**config.mk**
```make
export PLATFORM = sky130hd
export DESIGN_NAME = llr_fetch_ctrl
export DESIGN_NICKNAME = d
export VERILOG_FILES = /design/src/rtl/llr_fetch_ctrl_pkg.sv /design/src/rtl/llr_fetch_ctrl_skid_fifo.sv /design/src/rtl/llr_fetch_ctrl.sv
export SDC_FILE = /design/constraint.sdc
export NUM_CORES = 1
export LEC_CHECK = 0
export CORE_ASPECT_RATIO = 1.4
export CORE_MARGIN = 3
export CORE_UTILIZATION = 56
export CTS_CLUSTER_SIZE = 12
export DETAILED_ROUTE_END_ITERATION = 16
export PLACE_DENSITY = 0.89
export SYNTH_ARGS = -nofsm -noshare
export SYNTH_HDL_FRONTEND = slang
export SYNTH_HIERARCHICAL = 1
export SYNTH_SLANG_ARGS = --single-unit
export TNS_END_PERCENT = 20
```
**constraint.sdc**
```tcl
create_clock -name clk -period 21.2 [get_ports clk]
set_clock_uncertainty 0.05 [all_clocks]
set_input_delay 5.3 -clock clk [delete_from_list [all_inputs] [get_ports clk]]
set_output_delay 5.3 -clock clk [all_outputs]
set_load 0.005 [all_outputs]
```
**src/rtl/llr_fetch_ctrl_pkg.sv**
```systemverilog
// Shared types and constants for the LLR fetch controller: FSM states,
// memory-map geometry and the legal code lengths.
package llr_fetch_ctrl_pkg;

  typedef enum logic [2:0] {
    ST_IDLE     = 3'd0,
    ST_RD_CNT   = 3'd1,
    ST_RD_HDR   = 3'd2,
    ST_CFG      = 3'd3,
    ST_STREAM   = 3'd4,
    ST_WAIT_DEC = 3'd5,
    ST_DONE     = 3'd6
  } state_t;

  localparam int PKT_STRIDE   = 33;
  localparam int HDR_BASE     = 1;
  localparam int LLR_W        = 12;
  localparam int LLR_PER_LINE = 16;
  localparam int MAX_PKT      = 62;
  localparam int LINE_W       = LLR_W * LLR_PER_LINE;
  localparam int FIFO_W       = LINE_W + 1;

  localparam logic [9:0] N_128 = 10'd128;
  localparam logic [9:0] N_256 = 10'd256;
  localparam logic [9:0] N_512 = 10'd512;

  function automatic logic n_legal(input logic [9:0] n);
    return (n == N_128) || (n == N_256) || (n == N_512);
  endfunction

  function automatic logic [10:0] hdr_addr(input logic [6:0] pkt);
    return 11'(HDR_BASE) + 11'(pkt) * 11'(PKT_STRIDE);
  endfunction

endpackage

```
**src/rtl/llr_fetch_ctrl_skid_fifo.sv**
```systemverilog
// Two-entry FIFO holding returned LLR lines plus their last flag. The caller
// guarantees no push into a full FIFO unless a pop happens in the same cycle.
module llr_skid_fifo
  import llr_fetch_ctrl_pkg::*;
(
  input  logic              clk,
  input  logic              rst,
  input  logic              push,
  input  logic [FIFO_W-1:0] din,
  input  logic              pop,
  output logic [FIFO_W-1:0] dout,
  output logic              empty,
  output logic [1:0]        count
);

  logic [FIFO_W-1:0] slot [2];
  logic              wr_ptr;
  logic              rd_ptr;

  always_ff @(posedge clk) begin
    if (rst) begin
      slot[0] <= '0;
      slot[1] <= '0;
      wr_ptr  <= 1'b0;
      rd_ptr  <= 1'b0;
      count   <= 2'd0;
    end else begin
      if (push) begin
        slot[wr_ptr] <= din;
        wr_ptr       <= ~wr_ptr;
      end
      if (pop) rd_ptr <= ~rd_ptr;
      count <= count + {1'b0, push} - {1'b0, pop};
    end
  end

  assign dout  = slot[rd_ptr];
  assign empty = (count == 2'd0);

endmodule

```
**src/rtl/llr_fetch_ctrl.sv**
```systemverilog
// Walks the packet list in LLR memory, presents each packet's config to the
// decoder core and streams its LLR lines through a credit-managed 2-entry FIFO.
module llr_fetch_ctrl
  import llr_fetch_ctrl_pkg::*;
(
  input  logic              clk,
  input  logic              rst,
  input  logic              module_en,
  output logic [10:0]       raddr,
  input  logic [LINE_W-1:0] rdata,
  output logic              cfg_valid,
  output logic [9:0]        cfg_n,
  output logic [7:0]        cfg_k,
  output logic [6:0]        cfg_pkt,
  output logic              llr_valid,
  output logic [LINE_W-1:0] llr_data,
  output logic              llr_last,
  input  logic              llr_ready,
  input  logic              dec_done,
  output logic              busy,
  output logic              proc_done,
  output logic              err,
  output state_t            state_dbg
);

  // Handshake: a line transfers on a rising edge where llr_valid and
  // llr_ready are both 1; llr_data/llr_last hold while valid waits for ready.

  state_t            state, state_next;
  logic [6:0]        pkt, pkt_total;
  logic [5:0]        lines, iss_cnt, line_idx;
  logic              inflight, inflight_last;
  logic              start, pop, issue, hdr_ok, pkt_last, pkt_adv;
  logic [6:0]        cnt_raw;
  logic [9:0]        hdr_n;
  logic [7:0]        hdr_k;
  logic [FIFO_W-1:0] fifo_dout;
  logic              fifo_empty;
  logic [1:0]        fifo_count;

  assign cnt_raw  = rdata[6:0];
  assign hdr_n    = rdata[9:0];
  assign hdr_k    = rdata[17:10];
  assign hdr_ok   = n_legal(hdr_n);
  assign pkt_last = (pkt == pkt_total - 7'd1);
  assign start    = module_en && !busy && (state == ST_IDLE);
  assign pop      = llr_valid && llr_ready;

  // A slot freed by this cycle's pop may be reclaimed at once, which is what
  // lets two slots sustain one line per cycle across the 1-cycle read latency.
  assign issue = (state == ST_STREAM) && (iss_cnt < lines) &&
                 ({1'b0, fifo_count} + {2'b00, inflight} <= 3'd1 + {2'b00, pop});

  // Past the final line the address parks on it so it never leaves the packet.
  assign line_idx = (iss_cnt < lines) ? iss_cnt : lines - 6'd1;

  always_comb begin
    state_next = state;
    raddr      = '0;
    pkt_adv    = 1'b0;
    case (state)
      ST_IDLE:   if (start) state_next = ST_RD_CNT;
      ST_RD_CNT: state_next = (cnt_raw == 7'd0) ? ST_DONE : ST_RD_HDR;
      ST_RD_HDR: begin
        raddr      = hdr_addr(pkt);
        state_next = ST_CFG;
      end
      ST_CFG: begin
        if (hdr_ok) state_next = ST_STREAM;
        else if (pkt_last) state_next = ST_DONE;
        else begin
          state_next = ST_RD_HDR;
          pkt_adv    = 1'b1;
        end
      end
      ST_STREAM: begin
        raddr = hdr_addr(pkt) + 11'd1 + 11'(line_idx);
        if (pop && fifo_dout[FIFO_W-1]) state_next = ST_WAIT_DEC;
      end
      ST_WAIT_DEC: begin
        if (dec_done) begin
          if (pkt_last) state_next = ST_DONE;
          else begin
            state_next = ST_RD_HDR;
            pkt_adv    = 1'b1;
          end
        end
      end
      ST_DONE: state_next = ST_IDLE;
      default: state_next = ST_IDLE;
    endcase
  end

  always_ff @(posedge clk) begin
    if (rst) begin
      state         <= ST_IDLE;
      pkt           <= '0;
      pkt_total     <= '0;
      lines         <= '0;
      iss_cnt       <= '0;
      inflight      <= 1'b0;
      inflight_last <= 1'b0;
      cfg_valid     <= 1'b0;
      cfg_n         <= '0;
      cfg_k         <= '0;
      cfg_pkt       <= '0;
      busy          <= 1'b0;
      proc_done     <= 1'b0;
      err           <= 1'b0;
    end else begin
      state         <= state_next;
      cfg_valid     <= 1'b0;
      proc_done     <= (state == ST_DONE);
      inflight      <= issue;
      inflight_last <= issue && (iss_cnt == lines - 6'd1);
      if (issue) iss_cnt <= iss_cnt + 6'd1;
      if (start) begin
        busy <= 1'b1;
        err  <= 1'b0;
      end else if (proc_done) begin
        busy <= 1'b0;
      end
      if (state == ST_RD_CNT) begin
        pkt <= '0;
        if (cnt_raw > 7'(MAX_PKT)) begin
          pkt_total <= 7'(MAX_PKT);
          err       <= 1'b1;
        end else begin
          pkt_total <= cnt_raw;
        end
      end
      if (state == ST_CFG) begin
        if (hdr_ok) begin
          cfg_valid <= 1'b1;
          cfg_n     <= hdr_n;
          cfg_k     <= hdr_k;
          cfg_pkt   <= pkt;
          lines     <= hdr_n[9:4];
          iss_cnt   <= '0;
        end else begin
          err <= 1'b1;
        end
      end
      if (pkt_adv) pkt <= pkt + 7'd1;
    end
  end

  llr_skid_fifo u_fifo (
    .clk   (clk),
    .rst   (rst),
    .push  (inflight),
    .din   ({inflight_last, rdata}),
    .pop   (pop),
    .dout  (fifo_dout),
    .empty (fifo_empty),
    .count (fifo_count)
  );

  assign llr_valid = !fifo_empty;
  assign llr_data  = fifo_dout[LINE_W-1:0];
  assign llr_last  = fifo_dout[FIFO_W-1];
  assign state_dbg = state;

endmodule

```
==> impl_metrics.toml, run 1 <==
[power_and_ir_drop]
ir_worst_vdd_mv = 0.0650
p_leak_uw = 0.00929
p_per_area_mw_per_mm2 = 75.6

[global_routing]
grt_usage_pct = 26.8
grt_max_degree = 96
grt_pass1_wl_um = 82400
antenna_found_initial = 9
grt_pass1_vias = 15200
grt_overflow_total = 0

[sta]
finalSetupViolCount = 0
setup_slack_ps = 10910
finalCritPeriodShare_pct = 48.5
timing.fmax_mhz = 97.2
drv_slew = 0
rsz0062_at_grt = "no"
finalSetupTns_ps = 0
tightestPinTransition_ps = 1120
finalHoldViolCount = 0
relSlewSlack_pct = 25.3
period_needed_ps = 10290

[detailed_routing]
drt_pass1_iterations = 5
ant_nets = 0
drc = 0
wl_per_cell_um = 21.3
wirelength_um = 55200
drt-initial-drc-count = 1247
via_count = 14800
via_per_inst = 5.71

[synthesis]
yosysWarnings = 6
synth_top_flop_cell = "edfxtp_1"
ys_types = 64
syn-num-nets = 1937
yosysTopAreaCellShare_pct = 55.9
ys_seq_area_share_pct = 61.6
syn_inst = 1709
yosysMostFrequentCell = "nor2_1"
ys_ff_latch = 445
yosysTopAreaCell = "edfxtp_1"
ys_top_cells_by_count = "432 x nor2_1, 386 x edfxtp_1, 203 x nand2b_1"
ys_top_cells_by_area = "edfxtp_1 56%, mux2_2 10%, nor2_1 7.8%"
syn_avg_cell_area_um2 = 12.1
synth-edff-count = 386
synthesis.area_mm2 = 0.0207
async_flop_share_pct = 0

[finish]
layoutNonFillerInstCount = 2591
drive_gt1_share_pct = 13.0
areaGrowthSynthToFinish_pct = 27.3
final_nets = 2326

[clocking]
cts_buffers = 44
cts_hold_buf = 0
clk_latency_ps = 540
max-clock-path-buffers = 3
ctsResizeCount = 0
h-tree-depth = 2
clk_pin_slew_worst_paths_ps = 60
cts_setup_buffers = 0
cts-root-buf = "clkbuf_16"
cts_tree = "built"
cts_num_sinks = 445

[placement]
place_ws_ps = 11510
port_buffers = 433
place_congestion = 0.959
dp_cells = 2514
dp_hpwl_um = 36300

[floorplan]
ios = 434
die_h_um = 234
core_mm2 = 0.0362
rows = 82
start_util_pct = 57.2
die_w_um = 169
die-area_mm2 = 0.0394

[critical_path]
end_kind = "output pin"
cp.arrival_ps = 4940
required_ps = 15850
path_class = "flop to output pin"
worstPathMaxFanout = 16
critPathLaunchType = "flop"

[run]
cap_violations = 0

[min_path]
hold_class = "flop to flop"

[status]
status = "completed"
## worst max-delay path: stages (launching register included)
cell	delay (ps)
dfxtp_1	350
inv_1	80
ha_1	270
nor2b_1	130
o21a_1	120
o21ai_1	70
a21oi_1	770
a21oi_1	300
fa_1	540
a211oi_1	320
o21bai_1	120
a21oi_1	310
nor4_1	130
xor2_1	180
o22ai_1	150
clkdlybuf4s50_1	530
## layer usage
layer	vias to the layer above	GRT usage, %	share of wire (%)
li1	6712	-	-
met1	7240	29.5	35
met2	682	48.4	53
met3	158	5.71	7.2
met4	0	14.2	5.4
met5	-	0	0
## flip-flops by register name (all words and copies together), names as in the netlist, named ones only
signal         cells
pkt                7
cfg_k              8
u_fifo/slot      386
iss_cnt            6
inflight_last      1
err                1
u_fifo/rd_ptr      1
proc_done          1
cfg_pkt            7
inflight           1
busy               1
u_fifo/wr_ptr      1
cfg_n             10
pkt_total          7
cfg_valid          1
u_fifo/count       2
state_dbg          3
## report_power, final
part | internal (uW) | switching (uW)
Clock | 405 | 306
Combinational | 167 | 120
Sequential | 978 | 20.0
## path summary, 6_finish.rpt
check | endpoint | slack (ps) | start | depth (start not counted)
hold / removal | cfg_k[6] | 400 | cfg_k[6] | 2
setup / recovery | raddr[10] | 10910 | cfg_n[5] | 15
hold reg to reg | cfg_k[6] | 400 | cfg_k[6] | 2
setup reg to reg | u_fifo/slot[0][21] | 17980 | inflight | 3
## cell type report
cell class | count | area, um2
clock buffer | 61 | 1210
multi-input combinational | 1139 | 7230
inverter | 22 | 82.6
fill | 2342 | 9830
clock inverter | 6 | 60.1
antenna | 10 | 25.0
timing repair buffer | 446 | 4430
sequential | 445 | 12800
tap | 462 | 578
## stage by stage
stage | area, um2 | hold WS (ps) | power, uW | util (%)
finish | 26400 | 401 | 2000 | 72.8
global route | 26400 | 420 | 2060 | 72.8
CTS | 26400 | 404 | 2010 | 72.8
detailed placement | 25100 | 396 | 1300 | 69.3
global placement | 25100 | 389 | 1300 | 69.3
floorplan | 20700 | 398 | 1160 | -
## logic make-up after synthesis
logic type               count (synthesis)  synth area share [%]
XOR/XNOR                                33                  1.53
flip-flops                             445                  61.6
multiplexers                           196                  10.6
AO/OA/AOI/OAI                          105                  3.16
adder cells (fa/ha/maj)                 31                  1.94
buffers and inverters                  125                  3.69
AND/OR/NAND/NOR                        774                  17.5
## layout by cell type, fill, tap and decap left out, types with 6 or more instances in the layout
cell type        netlist  final
xor2_1                12     12
o21ai_1                6      6
mux2_2               193    193
ha_1                  29     29
nand4_1                6      6
buf_4                  8     14
clkdlybuf4s50_1        0    432
nand2_1               61     60
nand3_1               12     12
o21ai_0               15     15
o31ai_1                8      8
clkbuf_16              0     45
clkbuf_1              35     14
xnor2_1               19     19
or4_1                  9      9
and2_1                 6      6
nor2_1               432    432
a21oi_1               37     37
diode_2                0     10
nand2b_1             203    200
dfxtp_1               59     58
inv_1                 21     21
edfxtp_1             386    386
nor3_1                14     14
Note: power is estimated with default switching activity, not from simulation.
==> run 2, diff against run 1 <==
--- a/config.mk
+++ b/config.mk
@@ -7,10 +7,10 @@
 export LEC_CHECK = 0
 export CORE_ASPECT_RATIO = 1.4
 export CORE_MARGIN = 3
-export CORE_UTILIZATION = 56
+export CORE_UTILIZATION = 47
 export CTS_CLUSTER_SIZE = 12
 export DETAILED_ROUTE_END_ITERATION = 16
-export PLACE_DENSITY = 0.89
+export PLACE_DENSITY = 0.8
 export SYNTH_ARGS = -nofsm -noshare
 export SYNTH_HDL_FRONTEND = slang
 export SYNTH_HIERARCHICAL = 1
==> constraint.sdc (replaced) <==
create_clock -name clk -period 9.4 [get_ports clk]
set_clock_uncertainty 0.05 [all_clocks]
set_input_delay 2.35 -clock clk [delete_from_list [all_inputs] [get_ports clk]]
set_output_delay 2.35 -clock clk [all_outputs]
set_load 0.005 [all_outputs]
==> run 2 against run 1 <==
Critical path depth is the same. Power increased by 130%. Worst setup slack worse by 8800 ps. Clock power is 130% higher. Sequential cell count is the same. Via count shrank 2.7%. Combinational power up 120%. Worst hold slack worse by 1.1 ps. Largest power group unchanged. Highest routed layer is now met5.
==> impl_metrics.toml, run 2 (synthesis results as in run 1) <==
[status]
status = "completed"

[clocking]
cts_setup_buffers = 0
max-clock-path-buffers = 3
cts_hold_buf = 0
clk_pin_slew_worst_paths_ps = 60
cts_num_sinks = 445
cts_buffers = 45
h-tree-depth = 2
clk_latency_ps = 530
cts-root-buf = "clkbuf_16"
ctsResizeCount = 0
cts_tree = "built"

[finish]
mostFrequentLayoutCells = "432 x nor2_1, 432 x clkdlybuf4s50_1, 386 x edfxtp_1"
final_nets = 2324
largest_register_ffs = 386
layoutNonFillerInstCount = 2674
drive_gt1_share_pct = 12.9
largest-register = "u_fifo/slot"
areaGrowthSynthToFinish_pct = 27.8
top_regs = "u_fifo/slot x386, cfg_n x10, cfg_k x8"

[detailed_routing]
drt-initial-drc-count = 1060
wirelength_um = 55200
via_per_inst = 5.38
wl_per_cell_um = 20.6
ant_nets = 0
drc = 0
via_count = 14400
drt_pass1_iterations = 7

[placement]
dp_cells = 2601
port_buffers = 433
dp_hpwl_um = 35800
place_congestion = 0.888

[sta]
period_needed_ps = 7300
drv_slew = 0
timing.fmax_mhz = 137
finalCritPeriodShare_pct = 77.7
finalHoldViolCount = 0
relSlewSlack_pct = 18.6
finalSetupViolCount = 0
tightestPinTransition_ps = 1220
finalSetupTns_ps = 0
rsz0062_at_grt = "no"

[floorplan]
rows = 90
core_mm2 = 0.0434
ios = 434
start_util_pct = 47.8
die_w_um = 184
die-area_mm2 = 0.0467
die_h_um = 255

[global_routing]
antenna_found_initial = 8
grt_pass1_wl_um = 81500
grt_max_degree = 139
grt_pass1_vias = 14600
grt_usage_pct = 22.3
grt_overflow_total = 0

[critical_path]
critPathLaunchType = "flop"
slowest_stage = "a21oi_1"
end_kind = "output pin"
path_buf_inv = 2
required_ps = 7000
cp.arrival_ps = 4900
worstPathMaxFanout = 16
slowest_delay_ps = 780
path_class = "flop to output pin"
crit_chain = "inv_1 > ha_1 > nor2b_1 > o21a_1 > o21ai_1 > a21oi_1 > a21oi_1 > fa_1 > a211oi_1 > o21bai_1 > a21oi_1 > nor4_1 > xor2_1 > o22ai_1 > clkdlybuf4s50_1"
crit_top_cell = "a21oi_1"
cp_top_family = "compound AO/OA/AOI/OAI gates"

[min_path]
hold_class = "flop to flop"

[power_and_ir_drop]
p_leak_uw = 0.00929
p_per_area_mw_per_mm2 = 170
ir_worst_vdd_mv = 0.154

[run]
cap_violations = 0
run 2: changes by cell type in the layout (fill, tap and decap cells not counted), sizes merged:
cell	change
inv	+1
diode	-3
clkinvlp	+1
clkbuf	-3
buf	-3
run 2: path summary, 6_finish.rpt:
| path | start | endpoint | slack, ps | cells after the start |
|---|---|---|---|---|
| min reg2reg | cfg_k[2] | cfg_k[2] | 400 | 2 |
| max reg2reg | u_fifo/wr_ptr | u_fifo/slot[0][59] | 6270 | 4 |
| min | cfg_k[2] | cfg_k[2] | 400 | 2 |
| max | cfg_n[5] | raddr[10] | 2100 | 15 |
run 2: per-stage QoR:
step / power, uW / worst slack [ps] / instance area (um2) / utilization, % / hold slack [ps]
after floorplan: 2610 / 1340 / 20700 / - / 398
final: 4500 / 2100 / 26500 / 61.1 / 400
after detailed placement: 2940 / 2650 / 25200 / 58.2 / 394
after global routing: 4670 / 1700 / 26500 / 61.1 / 425
after global placement: 2930 / 2720 / 25200 / 58.2 / 389
after CTS: 4560 / 2060 / 26500 / 61.1 / 402
run 2: cell type report:
class                   count  area [um2]
clock inverters             8        78.8
multi-input cells        1139        7230
inverters                  22        82.6
flip-flops and latches    445       12800
clock buffers              58        1180
well taps                 552         691
diodes                      7        17.5
repair buffers            443        4450
fillers                  3418       16800
run 2: worst reg2reg max path, cell delays in order, from the launching register on:
cell and delay [ps]:
dfxtp_1 400, nand2b_4 380, buf_4 920, buf_4 820, nor2_1 280
run 2: routing by layer:
layer | vias to the layer above | track usage [%] | wire length (um)
li1 | 6726 | - | -
met1 | 7014 | 25.4 | 20100
met2 | 532 | 41.5 | 29500
met3 | 108 | 4.75 | 3840
met4 | 8 | 7.32 | 1670
met5 | - | 0 | 52
run 2: report_power, final:
group	total, uW	internal (uW)	switching, uW
sequential	2250	2200	47.0
clock	1610	907	707
combinational	640	377	263
==> run 3, diff against run 2 <==
--- a/config.mk
+++ b/config.mk
@@ -7,10 +7,10 @@
 export LEC_CHECK = 0
 export CORE_ASPECT_RATIO = 1.4
 export CORE_MARGIN = 3
-export CORE_UTILIZATION = 47
+export CORE_UTILIZATION = 52
 export CTS_CLUSTER_SIZE = 12
 export DETAILED_ROUTE_END_ITERATION = 16
-export PLACE_DENSITY = 0.8
+export PLACE_DENSITY = 0.84
 export SYNTH_ARGS = -nofsm -noshare
 export SYNTH_HDL_FRONTEND = slang
 export SYNTH_HIERARCHICAL = 1
==> constraint.sdc (replaced) <==
create_clock -name clk -period 7.15 [get_ports clk]
set_clock_uncertainty 0.05 [all_clocks]
set_input_delay 1.7875 -clock clk [delete_from_list [all_inputs] [get_ports clk]]
set_output_delay 1.7875 -clock clk [all_outputs]
set_load 0.005 [all_outputs]
==> run 3 against run 2 <==
Die area fell by 9.4%. Non-clock buffer count rose by 4. Final cell count fell by 1.0%. Critical endpoint unchanged. Largest power group unchanged. Largest cell class unchanged. Via count rose by 1.0%. Clock power rose by 27%. Critical path type unchanged.
==> impl_metrics.toml, run 3 (synthesis results as in run 1) <==
[detailed_routing]
wirelength_um = 55300
drt_pass1_iterations = 5
met2_wirelength_um = 29100
routed.top_layer = "met5"
wl_met3_um = 4070
drt-initial-drc-count = 1154
ant_nets = 0
wl_per_cell_um = 20.9
via_per_inst = 5.49
wl_met1_um = 19700
drc = 0
via_count = 14500

[critical_path]
critPathLaunchType = "flop"
crit_start = "cfg_n[5]"
required_ps = 5310
cp.arrival_ps = 4760
r2r_cells = 4
path_class = "flop to output pin"
worstPathMaxFanout = 9
r2r-start = "u_fifo/wr_ptr"
r2r-end = "u_fifo/slot[0][155]"
r2r_setup_slack_ps = 4030
end_kind = "output pin"

[global_routing]
antenna_found_initial = 9
grt_pass1_vias = 15000
grt_overflow_total = 0
grt_max_degree = 92
grt_pass1_wl_um = 83800
grt_usage_pct = 25.0

[clocking]
cts_setup_buffers = 0
cts_hold_buf = 0
cts_num_sinks = 445
max-clock-path-buffers = 3
clk_latency_ps = 530
h-tree-depth = 2
cts-root-buf = "clkbuf_16"
cts_tree = "built"
cts_buffers = 44
ctsResizeCount = 0
clk_pin_slew_worst_paths_ps = 60

[status]
status = "completed"

[placement]
dp_hpwl_um = 36300
place_congestion = 0.921
place_area_mm2 = 0.0252
dp_cells = 2575
port_buffers = 433

[floorplan]
ios = 434
rows = 85
die_h_um = 242
die_w_um = 175
start_util_pct = 53.3
core_mm2 = 0.0389
die-area_mm2 = 0.0423

[finish]
largest-register = "u_fifo/slot"
largest_register_ffs = 386
final_nets = 2327
mostFrequentLayoutCells = "432 x nor2_1, 432 x clkdlybuf4s50_1, 386 x edfxtp_1"
areaGrowthSynthToFinish_pct = 27.7
top_regs = "u_fifo/slot x386, cfg_n x10, cfg_k x8"
drive_gt1_share_pct = 12.9
fin_area_mm2 = 0.0265
layoutNonFillerInstCount = 2647

[power_and_ir_drop]
p_leak_uw = 0.00929
p_per_area_mw_per_mm2 = 221
ir_worst_vdd_mv = 0.173

[sta]
period_needed_ps = 6590
timing.fmax_mhz = 152
rsz0062_at_grt = "no"
finalCritPeriodShare_pct = 92.2
finalHoldViolCount = 0
relSlewSlack_pct = 34.2
finalSetupViolCount = 0
drv_slew = 0
tightestPinTransition_ps = 988

[min_path]
min_from = "cfg_k[3]"
worstHoldEndpoint = "cfg_k[3]"
holdPathStages = 2
hold_class = "flop to flop"

[run]
cap_violations = 0
==> run 3: worst max-delay path: stages, from the launching register on <==
cell             delay [ps]
dfxtp_1                 370
inv_1                   100
ha_1                    290
nor2b_1                 120
o21a_1                  160
o21ai_1                 170
a21o_1                  320
nand2_1                  90
o21ai_0                 100
ha_1                    210
inv_1                    50
fa_1                    420
a211oi_1                370
o21bai_1                140
a21oi_1                 310
nor4_1                  140
xor2_1                  180
o22ai_1                 150
clkdlybuf4s50_1         530
==> run 3: how the worst max path moves through the flow <==
stage | end | depth (start not counted)
final | raddr[10] | 18
after global routing | raddr[10] | 18
after CTS | raddr[10] | 18
after detailed placement | raddr[10] | 18
after global placement | raddr[10] | 18
after floorplan | u_fifo/slot[1][0] | 3
==> run 3: final cells by class <==
class	count	area, um2
sequential	445	12800
inverter	22	82.6
fill	2837	12500
multi-input combinational	1139	7230
clock inverter	4	18.8
clock buffer	60	1190
tap	522	653
timing repair buffer	447	4500
antenna	8	20.0
==> run 3: layer usage <==
| metal | track usage (%) | vias to the layer above |
|---|---|---|
| met5 | 0 | - |
| met4 | 9.77 | 2 |
| met3 | 5.10 | 131 |
| met2 | 45.7 | 604 |
| met1 | 28.5 | 7089 |
| li1 | - | 6708 |
==> run 3: through the flow <==
step | TNS (ps) | worst slack (ps) | utilization [%] | total power [uW] | hold slack, ps
floorplan | -67820 | -351 | - | 3420 | 398
global placement | 0 | 1300 | 64.8 | 3840 | 390
detailed placement | 0 | 1220 | 64.8 | 3860 | 398
CTS | 0 | 604 | 67.9 | 5900 | 411
global route | 0 | 329 | 68.0 | 6060 | 426
finish | 0 | 556 | 68.0 | 5850 | 409
==> run 3: report_power, final <==
part	internal, uW	switching (uW)	leakage [uW]
Sequential	2900	59.8	0.00446
Clock	1150	898	0.000592
Combinational	498	350	0.00424
Total	4540	1310	0.00929
